`src/rtl/mcu_pkg.sv`:
```
// Shared MCU definitions: bus master identifiers and the RAM byte-lane count.
package mcu_pkg;

  localparam int unsigned NUM_BE = 4;

  typedef enum logic {
    M0 = 1'b0,
    M1 = 1'b1
  } master_id_e;

endpackage

```
`src/rtl/rr_arb2.sv`:
```
// Two-way round-robin arbiter: combinational one-hot grant, registered last-grant state.
module rr_arb2
  import mcu_pkg::*;
(
  input  logic       clk,
  input  logic       rst_n,
  input  logic [1:0] req,
  output logic [1:0] gnt
);

  master_id_e last_grant;

  // On contention, the master not granted most recently wins.
  always_comb begin
    gnt = 2'b00;
    if (rst_n) begin
      if (req == 2'b11) gnt = (last_grant == M1) ? 2'b01 : 2'b10;
      else              gnt = req;
    end
  end

  always_ff @(posedge clk) begin
    if (!rst_n)      last_grant <= M1;
    else if (gnt[0]) last_grant <= M0;
    else if (gnt[1]) last_grant <= M1;
  end

endmodule

```
`src/rtl/ram_arbiter.sv`:
```
// Shares one registered-output RAM between an instruction-fetch master (m0)
// and a load/store master (m1); one access per cycle, response one cycle later.
module ram_arbiter
  import mcu_pkg::*;
#(
  parameter int ADDR_WIDTH = 12,
  parameter int DATA_WIDTH = 32
) (
  input  logic                  clk_i,
  input  logic                  rst_ni,

  input  logic                  m0_req_i,
  input  logic [ADDR_WIDTH-1:0] m0_addr_i,
  output logic                  m0_gnt_o,
  output logic                  m0_rvalid_o,
  output logic [DATA_WIDTH-1:0] m0_rdata_o,

  input  logic                  m1_req_i,
  input  logic                  m1_we_i,
  input  logic [NUM_BE-1:0]     m1_be_i,
  input  logic [ADDR_WIDTH-1:0] m1_addr_i,
  input  logic [DATA_WIDTH-1:0] m1_wdata_i,
  output logic                  m1_gnt_o,
  output logic                  m1_rvalid_o,
  output logic [DATA_WIDTH-1:0] m1_rdata_o,

  output logic [ADDR_WIDTH-1:0] ram_addr_o,
  output logic [DATA_WIDTH-1:0] ram_din_o,
  output logic                  ram_we_o,
  output logic                  ram_be0_o,
  output logic                  ram_be1_o,
  output logic                  ram_be2_o,
  output logic                  ram_be3_o,
  input  logic [DATA_WIDTH-1:0] ram_dout_i
);

  logic [1:0]            gnt;
  logic [ADDR_WIDTH-1:0] addr_q;
  logic [NUM_BE-1:0]     be;
  logic                  resp_valid;
  master_id_e            resp_id;
  logic                  resp_we;
  logic                  rvalid;
  logic [DATA_WIDTH-1:0] read_data;

  rr_arb2 u_arb (
    .clk   (clk_i),
    .rst_n (rst_ni),
    .req   ({m1_req_i, m0_req_i}),
    .gnt   (gnt)
  );

  assign m0_gnt_o = gnt[0];
  assign m1_gnt_o = gnt[1];

  // The address keeps its last driven value on idle cycles.
  always_comb begin
    ram_addr_o = addr_q;
    ram_din_o  = '0;
    ram_we_o   = 1'b0;
    be         = '0;
    if (gnt[0]) begin
      ram_addr_o = m0_addr_i;
      be         = '1;
    end else if (gnt[1]) begin
      ram_addr_o = m1_addr_i;
      ram_din_o  = m1_wdata_i;
      ram_we_o   = m1_we_i;
      be         = m1_be_i;
    end
    if (!rst_ni) ram_addr_o = '0;
  end

  assign ram_be0_o = be[0];
  assign ram_be1_o = be[1];
  assign ram_be2_o = be[2];
  assign ram_be3_o = be[3];

  always_ff @(posedge clk_i) begin
    if (!rst_ni) begin
      addr_q     <= '0;
      resp_valid <= 1'b0;
      resp_id    <= M0;
      resp_we    <= 1'b0;
    end else begin
      if (|gnt) addr_q <= ram_addr_o;
      resp_valid <= |gnt;
      resp_id    <= gnt[1] ? M1 : M0;
      resp_we    <= gnt[1] & m1_we_i;
    end
  end

  // Gating with rst_ni drops a response whose grant is followed by reset.
  assign rvalid      = resp_valid & rst_ni;
  assign read_data   = (rvalid && !resp_we) ? ram_dout_i : '0;
  assign m0_rvalid_o = rvalid && (resp_id == M0);
  assign m1_rvalid_o = rvalid && (resp_id == M1);
  assign m0_rdata_o  = m0_rvalid_o ? read_data : '0;
  assign m1_rdata_o  = m1_rvalid_o ? read_data : '0;

endmodule

```
`config.mk`:
```
export PLATFORM = sky130hd
export DESIGN_NAME = ram_arbiter
export DESIGN_NICKNAME = d
export VERILOG_FILES = /design/src/rtl/mcu_pkg.sv /design/src/rtl/rr_arb2.sv /design/src/rtl/ram_arbiter.sv
export SDC_FILE = /design/constraint.sdc
export NUM_CORES = 1
export LEC_CHECK = 0
export CORE_AREA = 2 2 83 85
export DETAILED_ROUTE_END_ITERATION = 12
export DIE_AREA = 0 0 85 87
export MAX_ROUTING_LAYER = met4
export PLACE_DENSITY_LB_ADDON = 0.15
export SETUP_SLACK_MARGIN = 0.4
export SLEW_MARGIN = 20
export SYNTH_ARGS = -nofsm -noshare
export SYNTH_HDL_FRONTEND = slang
export SYNTH_SLANG_ARGS = --single-unit
```
`constraint.sdc`:
```
create_clock -name clk_i -period 2.35 [get_ports clk_i]
set_input_delay 0.3525 -clock clk_i [delete_from_list [all_inputs] [get_ports clk_i]]
set_output_delay 0.3525 -clock clk_i [all_outputs]
set_load 0.1 [all_outputs]
```
==> results of run 1 <==
[cell families after synthesis]
group                  count (synthesis)  share of synthesized area
AO/OA/AOI/OAI                         30                      0.187
AND/OR/NAND/NOR                      124                      0.525
flip-flops                            16                      0.218
buffers and inverters                 17                     0.0698
[metrics by stage]
| step | std cells | worst slack (ns) | TNS, ns |
|---|---|---|---|
| floorplan | 187 | 0.274 | 0 |
| global placement | 474 | -0.299 | -3.22 |
| detailed placement | 474 | -0.371 | -3.87 |
| CTS | 484 | 0.382 | 0 |
| global route | 488 | 0.366 | 0 |
| finish | 488 | 0.406 | 0 |
[routing by layer]
layer	share of wire	wire [um]	vias up
li1	-	-	1082
met1	0.34	2930	1067
met2	0.58	4940	117
met3	0.076	650	4
met4	0.0065	56	0
met5	0	0	-
[power by group through the flow]
stage | registers, mW | clock network (mW) | logic [mW]
finish | 0.299 | 0.244 | 1.21
global route | 0.300 | 0.264 | 1.24
global placement | 0.305 | 0 | 1.16
floorplan | 0.302 | 0 | 0.647
CTS | 0.298 | 0.251 | 1.20
detailed placement | 0.304 | 0 | 1.17
[what timing repair did]
action | 4_1_cts | 5_1_grt
buffers inserted | 2 | 2
cloned | 4 | 2
resized for setup | 24 | 3
endpoints found under the setup margin | 124 | 38
pin swaps | 5 | 3
[final timing paths]
path / end / slack [ns] / startpoint / depth (start not counted)
min: u_arb.last_grant / 0.31 / rst_ni / 2
max: ram_addr_o[3] / 0.41 / u_arb.last_grant / 5
min reg2reg: u_arb.last_grant / 0.52 / u_arb.last_grant / 2
max reg2reg: addr_q[5] / 0.99 / u_arb.last_grant / 4
[flip-flops by register name, summed over array words and instances, names as in the netlist]
| signal | flops |
|---|---|
| resp_id | 1 |
| resp_valid | 1 |
| addr_q | 12 |
| u_arb.last_grant | 1 |
| resp_we | 1 |
[placed cells by master, fill, tap and decap left out, drive strengths merged]
| cell | n |
|---|---|
| a221o | 22 |
| a31oi | 2 |
| and2 | 109 |
| and2b | 1 |
| and3 | 4 |
| buf | 136 |
| bufbuf | 2 |
| clkbuf | 6 |
| clkdlybuf4s50 | 93 |
| dfxtp | 16 |
| inv | 1 |
| nand2 | 3 |
| nand2b | 2 |
| nand3 | 2 |
| nor2 | 1 |
| nor3 | 1 |
| nor3b | 1 |
| o21a | 5 |
| o21ai | 1 |
[layout make-up]
cell class              count  area, um2
multi-input cells         154       1280
repair buffers            233       3640
fillers                   371       1170
well taps                  80        100
clock buffers               4       55.1
flip-flops and latches     16        323
inverters                   1       3.75
==> summary.md, run 1 <==
| Metric | Value |
|---|---|
| Finished Core Util | 0.822 |
| Final Hold Violating Endpoints | 0 |
| Starting density of the core | 0.224 |
| Seq/Total Area, Yosys | 0.218 |
| Sw Ratio | 0.450 |
| Residual DRC | 0 |
| First-pass GRT wire length | 12600 um |
| Die height | 87 um |
| Clk_skew | 0.00130 ns |
| Clock buffer depth | 2 |
| Core Region | 6570 um2 |
| Worst Hold Margin | 0.311 ns |
| Sw Pwr | 0.788 mW |
| Final GP Congestion | 0.759 |
| Int Power | 0.961 mW |
| Net count, final | 506 |
| GR Overflow Total | 0 |
| Placed Area | 5120 um2 |
| Max Fclk | 514 MHz |
| Critical path class | reg -> out |
| Largest net degree at the start of global routing | 33 |
| Async SR Flop Fraction | 0 |
| IO buf count | 213 |
| Die width | 85 um |
| Number of synthesized flops with an enable pin | 0 |
| Number of setup violations in the final report | 0 |
| Max stage delay on crit path | 0.36 ns |
| Critical Path AT | 1.59 ns |
| Most Frequent Cell on Critical Path | buf_12 |
| Vias in the first global route | 2262 |
| Fin crit share | 0.827 |
| CTS Buf Count | 3 |
| CP bufs+invs | 2 |
| Post-detail-place hpwl | 6860 um |
| Critical-path cell list | nand2b_4 > and3_4 > buf_12 > a221o_2 > buf_12 |
| Wirelength per Cell | 17.6 um |
| Final Cell Area | 5400 um2 |
| P_leak | 2.26 nW |
| Via density | 4.65 |
| Syn_area_per_cell | 7.86 um2 |
| Met1 usage | 0.233 |
| #FFs+latches synth | 16 |
| Routing usage on met2 | 0.438 |
| Pwr Total | 1.75 mW |
| Flop pwr share | 0.171 |
| Worst setup EP type | output port |
| Crit path required time | 2.00 ns |
| Slew @ Worst Pin | 0.417 ns |
| Comb pwr share | 0.690 |
| Clock share of power | 0.139 |
| Drt pass-1 iters | 4 |
| Total Wirelength | 8570 um |
| Diode count | 0 |
| Net Count, Synth | 284 |
| Die ar. | 7400 um2 |
| Initial antenna violation count | 0 |
| Rows | 30 |
| Final Max Slew Viols | 0 |
| DR iter-0 viols | 23 |
| Top FF cell, synth | dfxtp_1 |
| RSZ-0062 raised after global routing | yes |
| Crit path max fanout | 7 |
| Worst-path clk slew | 0.06 ns |
| M3 GR Usage | 0.0455 |
| Most numerous cell in the Yosys netlist | and2_1 |
| Num ports | 214 |
| Top post-synthesis cells by area | and2_1, dfxtp_1, a221o_1 |
| Status | completed |
| Tmin final | 1.94 ns |
| H-tree Lvls | 1 |
| Total track usage | 0.221 |
| Synth warnings | 0 |
| Setup crit start kind | register |
| Post-synth cell types | 20 |
| Pwr dens | 324 nW/um2 |
| Family with the most delay on the worst path | compound AO/OA/AOI/OAI gates |
| Synth cell count leaders | and2_1, a221o_1, dfxtp_1, clkbuf_1 |
| Yosys top cell area share | 0.464 |
| Layout cells sized above 1 | 0.642 |
| Vias post-DR | 2270 |
| Max-cap violation count | 0 |
| Clock Latency Late Sink | 0.25 ns |
| Synth Instances | 187 |
| Worst hold path type | in -> reg |
| Crit-path slowest cell | a221o_2 |
| Clock Sinks | 16 |
| Antenna-violating nets left | 0 |
| # hold bufs at CTS | 0 |
| Top cell type by total area after synthesis | and2_1 |
| CTS Root Buffer Type | clkbuf_8 |
| CTS tree | built |
| Grt peak-use layer | met2 |
| Cell area after synthesis | 1470 um2 |
| Synth-to-layout area growth | 267% |
| Relative slew margins | 0.722 |
| Max VDD drop | 0.000351 V |
No activity file was read; power rests on OpenSTA's default activity.
==> run 2: changes to the inputs <==
--- a/config.mk
+++ b/config.mk
@@ -5,9 +5,9 @@
 export SDC_FILE = /design/constraint.sdc
 export NUM_CORES = 1
 export LEC_CHECK = 0
-export CORE_AREA = 2 2 83 85
+export CORE_MARGIN = 1.5
+export CORE_UTILIZATION = 22
 export DETAILED_ROUTE_END_ITERATION = 12
-export DIE_AREA = 0 0 85 87
 export MAX_ROUTING_LAYER = met4
 export PLACE_DENSITY_LB_ADDON = 0.15
 export SETUP_SLACK_MARGIN = 0.4
==> constraint.sdc (replaced) <==
create_clock -name clk_i -period 1.6 [get_ports clk_i]
set_input_delay 0.24 -clock clk_i [delete_from_list [all_inputs] [get_ports clk_i]]
set_output_delay 0.24 -clock clk_i [all_outputs]
set_load 0.1 [all_outputs]
==> run 2 against run 1 <==
Net effect:
- the run now fails in global routing (5_1_grt)
- synthesized cell count is the same
- area after synthesis is the same
==> summary.md, run 2 <==
| Metric | Value |
|---|---|
| Most numerous cell in the Yosys netlist | and2_1 |
| Synth cell count leaders | and2_1, a221o_1, dfxtp_1, clkbuf_1 |
| Seq/Total Area, Yosys | 0.218 |
| Worst endpoint type | primary output |
| Cell area after synthesis | 1470 um2 |
| Clock Sinks | 16 |
| Yosys top cell area share | 0.464 |
| Exit stage | global routing (5_1_grt) |
| Num ports | 214 |
| H-tree Lvls | 1 |
| # hold bufs at CTS | 0 |
| Net Count, Synth | 284 |
| Post-detail-place hpwl | 7710 um |
| Syn_area_per_cell | 7.86 um2 |
| #FFs+latches synth | 16 |
| Number of synthesized flops with an enable pin | 0 |
| Rows | 29 |
| Tool error | [ERROR DPL-0033] detailed placement checks failed during check placement. |
| Top post-synthesis cells by area | and2_1, dfxtp_1, a221o_1 |
| Starting density of the core | 0.230 |
| Top FF cell, synth | dfxtp_1 |
| Die height | 84.7 um |
| Synth Instances | 187 |
| Post-synth cell types | 20 |
| Largest net degree at the start of global routing | 18 |
| Status | stopped before the end |
| Initial antenna violation count | 0 |
| Top cell type by total area after synthesis | and2_1 |
| GRT worst endpoint | m0_rdata_o[18] |
| IO buf count | 213 |
| CTS Buf Count | 3 |
| Clock buffer depth | 2 |
| Final GP Congestion | 0.792 |
| Async SR Flop Fraction | 0 |
| Pre-CTS WS | -0.790 ns |
| Die width | 84.7 um |
| CTS Root Buffer Type | clkbuf_8 |
| Synth warnings | 0 |
[run 2: timing repair]
action,CTS
resized for setup,53
cloned,7
pin swaps,14
setup buffers,21
setup endpoints to repair,129
[run 2: cells by family after synthesis]
kind of cell           Yosys count  synth area share
AND/OR/NAND/NOR                124             0.525
buffers and inverters           17            0.0698
AO/OA/AOI/OAI                   30             0.187
flip-flops                      16             0.218
[run 2: stage by stage]
step	cells	hold WS, ns	instance area, um2	setup TNS (ns)
floorplan	187	0.302	2010	-2.36
global placement	479	0.495	5410	-50.41
CTS	511	0.391	5920	-18.35
detailed placement	479	0.500	5410	-54.64
==> run 3: changes to the inputs <==
--- a/config.mk
+++ b/config.mk
@@ -5,12 +5,10 @@
 export SDC_FILE = /design/constraint.sdc
 export NUM_CORES = 1
 export LEC_CHECK = 0
-export CORE_MARGIN = 1.5
-export CORE_UTILIZATION = 22
+export CORE_AREA = 2 2 82 84
 export DETAILED_ROUTE_END_ITERATION = 12
-export MAX_ROUTING_LAYER = met4
+export DIE_AREA = 0 0 84 86
 export PLACE_DENSITY_LB_ADDON = 0.15
-export SETUP_SLACK_MARGIN = 0.4
 export SLEW_MARGIN = 20
 export SYNTH_ARGS = -nofsm -noshare
 export SYNTH_HDL_FRONTEND = slang
==> constraint.sdc (replaced) <==
create_clock -name clk_i -period 2.1 [get_ports clk_i]
set_input_delay 0.315 -clock clk_i [delete_from_list [all_inputs] [get_ports clk_i]]
set_output_delay 0.315 -clock clk_i [all_outputs]
set_load 0.1 [all_outputs]
==> run 3 against run 2 <==
Net effect:
- the run now ends clean
==> summary.md, run 3 (synthesis results as in run 1) <==
| Metric | Value |
|---|---|
| First-pass GRT wire length | 12900 um |
| Synth-to-layout area growth | 248% |
| Num ports | 214 |
| Starting density of the core | 0.234 |
| H-tree Lvls | 1 |
| Top reg by flops | addr_q |
| Most common cell after layout, fill and taps aside | buf_12 |
| Layout cells sized above 1 | 0.473 |
| Setup ws final | 0.0201 ns |
| Max-cap violation count | 0 |
| Pwr dens | 375 nW/um2 |
| Via density | 4.75 |
| Initial antenna violation count | 0 |
| Number of setup violations in the final report | 0 |
| Worst setup EP type | output port |
| Relative slew margins | 0.719 |
| Status | completed |
| Met2 wire len | 4890 um |
| Worst hold path type | reg -> reg |
| Fin crit share | 0.990 |
| Final GP Congestion | 0.837 |
| Total track usage | 0.228 |
| Diode count | 0 |
| Tmin final | 2.08 ns |
| Clock Sinks | 16 |
| Critical Path AT | 1.76 ns |
| Wirelength per Cell | 18.0 um |
| Final Max Slew Viols | 0 |
| Clk_skew | 0.00336 ns |
| Pre-CTS WS | -0.509 ns |
| Pwr Total | 1.92 mW |
| Post-detail-place hpwl | 6920 um |
| Die height | 86 um |
| RSZ-0062 raised after global routing | no |
| CTS Root Buffer Type | clkbuf_8 |
| Worst-path clk slew | 0.07 ns |
| Vias post-DR | 2293 |
| Largest net degree at the start of global routing | 33 |
| Most frequent cells in the layout | buf_12, clkdlybuf4s50_1, and2_1 |
| Max Fclk | 481 MHz |
| GR Overflow Total | 0 |
| Critical path class | in -> out |
| # hold bufs at CTS | 0 |
| Residual DRC | 0 |
| Metal-1 WL | 2910 um |
| Die width | 84 um |
| P_leak | 2.13 nW |
| DR iter-0 viols | 33 |
| CTS tree | built |
| Rows | 29 |
| Die ar. | 7220 um2 |
| Antenna-violating nets left | 0 |
| Final Hold Violating Endpoints | 0 |
| Core Region | 6280 um2 |
| Crit path required time | 1.78 ns |
| Largest register FFs | 12 |
| Slew @ Worst Pin | 0.421 ns |
| Total Wirelength | 8690 um |
| IO buf count | 213 |
| Clock Latency Late Sink | 0.25 ns |
| Setup crit start kind | input port |
| Drt pass-1 iters | 4 |
| Net count, final | 504 |
| Max VDD drop | 0.000421 V |
| Crit path max fanout | 7 |
| Highest routed layer | met4 |
| Clock buffer depth | 2 |
| Vias in the first global route | 2433 |
| CTS Buf Count | 3 |
| Routed wire length on met3 | 639 um |
==> run 3: repair_timing <==
item	in CTS	in global routing
gates resized for setup	11	5
cloned	3	0
buffers inserted	4	0
pin swaps	5	0
setup endpoints to repair	84	27
==> run 3: critical path, stage by stage <==
cell             delay [ns]
clkdlybuf4s15_1        0.24
buf_4                  0.16
nand2_2                0.09
and3_4                 0.21
buf_4                  0.17
a221o_1                0.38
buf_12                 0.18
==> run 3: area by class of cell <==
class / instances / area (um2)
multi-input combinational: 156 / 1150
clock buffer: 4 / 55.1
inverter: 1 / 3.75
tap: 77 / 96.3
sequential: 16 / 320
fill: 358 / 1160
timing repair buffer: 229 / 3490
==> run 3: worst paths after layout <==
check / to / slack [ns] / depth (start not counted) / start
worst min-delay path: addr_q[6] / 0.55 / 2 / addr_q[6]
worst max register to register: addr_q[5] / 0.72 / 4 / u_arb.last_grant
worst max-delay path: ram_addr_o[8] / 0.02 / 7 / m0_req_i
worst min register to register: addr_q[6] / 0.55 / 2 / addr_q[6]
==> run 3: power breakdown <==
group,internal (mW),total (mW),switching (mW)
Clock,0.167,0.283,0.116
Combinational,0.540,1.30,0.761
Sequential,0.327,0.334,0.00769
==> run 3: metrics by stage <==
step / instance area [um2] / cells / utilization / hold slack (ns) / setup TNS, ns
after global placement: 4960 / 472 / 0.790 / 0.498 / -8.12
final: 5120 / 483 / 0.815 / 0.553 / 0
after detailed placement: 4960 / 472 / 0.790 / 0.552 / -10.51
after global routing: 5120 / 483 / 0.815 / 0.595 / 0
after floorplan: 1540 / 187 / - / 0.377 / -0.129
after CTS: 5120 / 483 / 0.815 / 0.561 / 0
==> run 3: metal layers <==
metal / track usage / vias to the layer above
met4: 0.0836 / 0
met1: 0.226 / 1042
met3: 0.0539 / 17
li1: - / 1083
met5: 0 / -
met2: 0.457 / 151
